## src/rtl/lcd_text_buffer.sv

```systemverilog
// lcd_text_buffer: character-stream front end for lcd_controller.
// Holds the 2x16 display image and applies printable/control bytes to it.
//
// Ports:
//   clk, rst            system clock, synchronous active-high reset
//   in_data/in_valid    character or control code, valid/ready handshake
//   in_ready            high when a byte can be accepted this cycle
//   row_1, row_2        display image, column 0 in the top byte
//   cursor              next write cell, 0-15 row 1, 16-31 row 2
//   busy                high while clearing or scrolling
//   changed             one-cycle pulse after the image was updated
module lcd_text_buffer #(
    parameter logic [7:0] BLANK_CHAR = 8'h20,
    parameter bit         SCROLL_EN  = 1'b1
) (
    input  logic         clk,
    input  logic         rst,
    input  logic [7:0]   in_data,
    input  logic         in_valid,
    output logic         in_ready,
    output logic [127:0] row_1,
    output logic [127:0] row_2,
    output logic [4:0]   cursor,
    output logic         busy,
    output logic         changed
);

    typedef enum logic [1:0] {
        IDLE,
        CLEAR,
        SCROLL
    } state_t;

    localparam logic [127:0] BLANK_ROW = {16{BLANK_CHAR}};

    state_t     state;
    logic [4:0] clr_idx;
    logic       xfer;
    logic       printable;
    logic [4:0] cur_dec;

    assign in_ready  = (state == IDLE) && !rst;
    assign xfer      = in_valid && in_ready;
    assign printable = (in_data >= 8'h20) && (in_data <= 8'h7E);
    assign cur_dec   = cursor - 5'd1;

    // Column 0 lives in the top byte, so the byte offset is (15 - col) = ~col.
    function automatic logic [127:0] put(
        input logic [127:0] row,
        input logic [3:0]   col,
        input logic [7:0]   ch
    );
        logic [127:0] r;
        r = row;
        r[{~col, 3'b000} +: 8] = ch;
        return r;
    endfunction

    always_ff @(posedge clk) begin
        if (rst) begin
            row_1   <= BLANK_ROW;
            row_2   <= BLANK_ROW;
            cursor  <= 5'd0;
            clr_idx <= 5'd0;
            state   <= IDLE;
            busy    <= 1'b0;
            changed <= 1'b0;
        end else begin
            changed <= 1'b0;
            unique case (state)
                IDLE: begin
                    if (xfer) begin
                        unique case (1'b1)
                            printable: begin
                                if (cursor[4])
                                    row_2 <= put(row_2, cursor[3:0], in_data);
                                else
                                    row_1 <= put(row_1, cursor[3:0], in_data);
                                if (cursor != 5'd31) begin
                                    cursor  <= cursor + 5'd1;
                                    changed <= 1'b1;
                                end else if (SCROLL_EN) begin
                                    // changed is deferred to the scroll cycle
                                    state <= SCROLL;
                                    busy  <= 1'b1;
                                end else begin
                                    cursor  <= 5'd0;
                                    changed <= 1'b1;
                                end
                            end
                            (in_data == 8'h08): begin
                                if (cursor != 5'd0) begin
                                    cursor <= cur_dec;
                                    if (cur_dec[4])
                                        row_2 <= put(row_2, cur_dec[3:0], BLANK_CHAR);
                                    else
                                        row_1 <= put(row_1, cur_dec[3:0], BLANK_CHAR);
                                    changed <= 1'b1;
                                end
                            end
                            (in_data == 8'h0A): begin
                                // newline alone only moves the cursor
                                if (!cursor[4]) begin
                                    cursor <= 5'd16;
                                end else if (SCROLL_EN) begin
                                    state <= SCROLL;
                                    busy  <= 1'b1;
                                end else begin
                                    cursor <= 5'd0;
                                end
                            end
                            (in_data == 8'h0C): begin
                                clr_idx <= 5'd0;
                                state   <= CLEAR;
                                busy    <= 1'b1;
                            end
                            default: ;
                        endcase
                    end
                end
                CLEAR: begin
                    if (clr_idx[4])
                        row_2 <= put(row_2, clr_idx[3:0], BLANK_CHAR);
                    else
                        row_1 <= put(row_1, clr_idx[3:0], BLANK_CHAR);
                    clr_idx <= clr_idx + 5'd1;
                    if (clr_idx == 5'd31) begin
                        cursor  <= 5'd0;
                        state   <= IDLE;
                        busy    <= 1'b0;
                        changed <= 1'b1;
                    end
                end
                SCROLL: begin
                    row_1   <= row_2;
                    row_2   <= BLANK_ROW;
                    cursor  <= 5'd16;
                    state   <= IDLE;
                    busy    <= 1'b0;
                    changed <= 1'b1;
                end
                default: begin
                    state <= IDLE;
                    busy  <= 1'b0;
                end
            endcase
        end
    end

endmodule

```

## config.mk

```make
export PLATFORM = sky130hd
export DESIGN_NAME = lcd_text_buffer
export DESIGN_NICKNAME = d
export VERILOG_FILES = /design/src/rtl/lcd_text_buffer.sv
export SDC_FILE = /design/constraint.sdc
export NUM_CORES = 1
export LEC_CHECK = 0
export CAP_MARGIN = 20
export CORE_ASPECT_RATIO = 2
export CORE_MARGIN = 4
export CORE_UTILIZATION = 55
export DETAILED_ROUTE_END_ITERATION = 7
export PLACE_DENSITY = 0.84
export RECOVER_POWER = 50
export SYNTH_ARGS = -nofsm -noshare
export SYNTH_HDL_FRONTEND = slang
export SYNTH_SLANG_ARGS = --single-unit
```

## constraint.sdc

```tcl
create_clock -name clk -period 8.4 [get_ports clk]
set_input_delay 1.68 -clock clk [delete_from_list [all_inputs] [get_ports clk]]
set_output_delay 1.68 -clock clk [all_outputs]
set_load 0.05 [all_outputs]
```

## Yosys cells after proc, flatten, opt, wreduce, memory -nomap -nowiden

Index checks and enable logic that the tools add are counted.

| word-level totals | value |
|---|---|
| register bits after elaboration | 270 |
| bits of input ports | 11 |
| output and inout bits | 264 |
| word-level logic and storage cells | 111 |

| cells by class | value |
|---|---|
| $add $sub $neg | 6 |
| $lt $le $gt $ge | 2 |
| equal/unequal tests | 24 |
| shift-type cells | 6 |
| muxes and demuxes | 48 |
| bitwise logic cells | 3 |
| reduce and logical (&&, ||, !) cells | 14 |

Operator list:

| kind | count |
|---|---|
| two-way mux 128 bit | 10 |
| bitwise mux 128 bit | 6 |
| one-hot mux 128 bit (3 select lines) | 2 |
| one-hot mux 128 bit (2 select lines) | 2 |
| variable shift 8 x 9 -> 128 bit, first input constant | 3 |
| indexed part select 8 x 9 -> 128 bit, first input constant | 2 |
| indexed part select 8 x 9 -> 128 bit | 1 |
| two-way mux 5 bit | 6 |
| one-hot mux 5 bit (3 select lines) | 2 |
| negator 7 -> 9 bit | 3 |
| == test 8 x 4 -> 1 bit, second input constant | 3 |
| inequality test 3 bit, second input constant | 7 |
| AND reduction 7 bit | 3 |
| inverter 4 bit | 3 |
| adder 5 x 1 -> 5 bit, second input constant | 2 |
| one-hot mux 5 bit (2 select lines) | 1 |
| inequality test 3 x 2 -> 1 bit, second input constant | 3 |
| greater-or-equal comparator 8 x 6 -> 1 bit, second input constant | 1 |
| less-or-equal comparator 8 x 7 -> 1 bit, second input constant | 1 |
| two-way mux 1 bit | 8 |
| two-way mux 2 bit | 4 |
| inequality test 2 bit, second input constant | 4 |
| inequality test 4 x 2 -> 1 bit, second input constant | 2 |
| one-hot mux 1 bit (3 select lines) | 2 |
| 19 further kinds | 22 |

## Depth between registers and ports, before layout

| depth | value |
|---|---|
| depth in word-level cells | 10 |
| gate-level depth with buffers | 12 |
| mapped depth without buffers | 10 |

## Worst setup path before layout

Ideal clock, no wire load.

| timing | value |
|---|---|
| kind | in2out |
| from | input rst |
| to | output in_ready |
| data arrival time | 3.169 ns |
| required time | 6.720 ns |
| slack | 3.551 ns |
| stages on the path | 5 |
| path buffers | 4 |
| cells stage by stage | clkbuf_1 -> clkbuf_1 -> clkbuf_1 -> buf_1 -> nor2_1 |

| between the ends | value |
|---|---|
| longest elaborated chain between the ends | 2 |

Ends and longest elaborated chain:

| item | line | text |
|---|---|---|
| start: declaration | 17 | `input logic rst,` |
| logical NOT 1 bit | 42 | `assign in_ready = (state == IDLE) && !rst;` |
| logical AND 1 bit | 42 |  |
| end: declaration | 20 | `output logic in_ready,` |

No other way between the ends.

==> run_results.csv <==
group,metric,value,unit
sta,finalWorstSetupSlack,2.72,ns
power_and_ir_drop,p_leak,6.88,nW
critical_path,reg2reg_from,"cursor[0]",
logic_synthesis,seq_area_frac_synth,37.2,%
global_route,grt_max_degree,75,
layout,multi_input_area,8490,um2
logic_synthesis,synth_top_area_cell,"dfxtp_1",
detailed_routing,dr.first_iter.drc_count,2423,
hold_path,hold_depth,1,
logic_synthesis,yosysWarnings,0,
floorplanning,io_pins,275,
logic_synthesis,ys_ff_latch,270,
floorplanning,rows,83,
floorplanning,start_util,56.1,%
logic_synthesis,yosys.area.top_type_share,37.2,%
hold_path,hp-class,"flop to flop",
floorplanning,die_area,29200,um2
sta,fmax,0.176,GHz
clock_network,clkTransAtPathRegs,0.07,ns
clock_network,cts_hold_buffers,0,
clock_network,cts.sinks,270,
logic_synthesis,syn_inst,1828,
status,outcome,"complete, but fails checks",
sta,finalSetupTns,0,ns
floorplanning,dieHeight,238,um
logic_synthesis,synth_edf_count,0,
critical_path,crit_arrival,6.17,ns
clock_network,cts_resized,0,
place,placedCellCount,2340,
critical_path,crit_required,8.89,ns
detailed_routing,dr.pass1.iters,8,
layout,finalNonFillerCells,2390,
place,port_buffers,274,
clock_network,cts_tree,"done",
layout,regArea,5410,um2
layout,layout_common_cells,"dfxtp_1, dlygate4sd3_1, nand2_1",
detailed_routing,viasPerCell,7.17,
critical_path,ff2ff_setup_slack,3.58,ns
floorplanning,die_w,123,um
place,pre_cts_ws,2.16,ns
logic_synthesis,synth_cell_types,90,
place,dp_hpwl,46900,um
global_route,antenna_found_initial,4,
status,violations,"max-capacitance violations, max-slew violations",
clock_network,cts-root-buf,"clkbuf_16",
sta,hold_violations,0,
logic_synthesis,avgSynthCellArea,7.94,um2
layout,syn2layout_area_growth,26.2,%
sta,finClkSkew,0.0197,ns
layout,fillers,2116,
global_route,grt_pass1_wl,100000,um
detailed_routing,routedWlPerCell,28.2,um
clock_network,clockBufferDepth,3,
clock_network,clk_latency,0.56,ns
critical_path,cp_max_fo,19,
detailed_routing,totalWireLength,67400,um
detailed_routing,ant_nets,0,
logic_synthesis,synth-async-reset-ratio,0,%
job,drv_cap,1,
global_route,grt_pass1_vias,16679,
sta,period_share,67.6,%
layout,post-route-cell-area,18300,um2
global_route,grt.overflow.total,0,
place,dpl-instance-area,17500,um2
layout,drive_gt1_share,6.35,%
global_route,gr-usage-all-layers,44.8,%
logic_synthesis,syn_nets,1854,
sta,rsz0062_at_grt,"no",
layout,final_common_cell,"dfxtp_1",
floorplanning,coreArea,25900,um2
power_and_ir_drop,ir_drop,0.180,mV
clock_network,h-tree-depth,1,
detailed_routing,via_count,17142,
logic_synthesis,ys_top_cells_by_area,"dfxtp_1, nand2_1, nor2_1, a22oi_1, a21oi_1",
logic_synthesis,dominantRegCellSynth,"dfxtp_1",
critical_path,cp-end-kind,"flop",
critical_path,start_kind,"primary input",
logic_synthesis,netlist_area,14500,um2
sta,slew_headroom,-3.08,%
sta,slew_viol_final,20,
sta,tightest_slew,1.55,ns
layout,fin_nets,2055,
critical_path,r2r_cells,11,
critical_path,criticalPathCategory,"primary input to flop",
clock_network,postCtsSetupBuffers,0,
clock_network,cts_buffers,25,
power_and_ir_drop,powerDensity,154,nW/um2
place,gp_congestion,1.04,
detailed_routing,drc,0,
sta,setup-violations-final,0,
sta,period_needed,5.68,ns
through the flow:
stage / power, mW / util [%] / hold slack [ns]
after floorplan: 1.53 / - / 0.466
after global placement: 1.66 / 67.7 / 0.437
after detailed placement: 1.66 / 67.7 / 0.448
after CTS: 2.79 / 70.8 / 0.466
after global routing: 2.86 / 70.9 / 0.472
final: 2.81 / 70.9 / 0.457
Yosys cell counts (all sizes together) (19+ instances only):
cell and instances:
clkbuf 112, a32oi 28, nor3 39, nand3 67
nand2 196, o2bb2ai 53, a22oi 86, buf 31
a31oi 21, a21oi 128, nor2 179, dfxtp 270
inv 33, a22o 58, and2 26, a211oi 29
o21ai 138, nand2b 19
report_power, final:
part	internal, mW	leakage (nW)	switching (mW)	total [mW]
logic	0.0814	4.31	0.263	0.345
registers	1.29	2.18	0.0158	1.31
clock network	0.625	0.388	0.537	1.16
total	2.00	6.88	0.816	2.81
per-layer routing:
| layer | up-vias | GRT usage, % | share of wire [%] |
|---|---|---|---|
| li1 | 7302 | - | - |
| met1 | 7919 | 49.5 | 32 |
| met2 | 1425 | 69.6 | 45 |
| met3 | 496 | 11.5 | 12 |
| met4 | 0 | 39.5 | 11 |
| met5 | - | 0 | 0 |
kinds of logic after synthesis:
family                     Yosys count  synth area share (%)
AOI/OAI and AO/OA                  705                  34.5
xor gates and xnor gates             8                 0.483
adders and majority gates           15                  1.29
buffers and inverters              178                  4.75
DFF                                270                  37.2
muxes                                7                 0.483
and+or+nand+nor                    645                  21.3
layout make-up:
cell class | count | share of cell area [%]
inverters | 35 | 0.717
flip-flops and latches | 270 | 29.5
clock buffers | 34 | 3.87
well taps | 340 | 2.32
clock inverters | 11 | 0.512
diodes | 3 | 0.0410
multi-input cells | 1380 | 46.3
repair buffers | 317 | 16.7
how the worst max path moves through the flow:
stage,startpoint,end,slack [ns]
2_1_floorplan,rst,in_ready,3.55
3_3_place_gp,in_data[6],flop,2.30
3_5_place_dp,in_data[6],flop,2.16
4_1_cts,in_data[6],flop,2.67
5_1_grt,in_data[2],flop,2.78
6_report,in_data[2],flop,2.72
critical path, cell delays in order:
cell and delay (ns):
dlygate4sd3_1 0.81, clkbuf_1 0.73, nor4_1 0.58, nand2_1 0.29, nor2_1 0.74, o21ai_1 0.46, a41oi_1 0.54, o21ai_0 0.21
o21ai_0 0.11
Power figures use the tool's default switching activity.
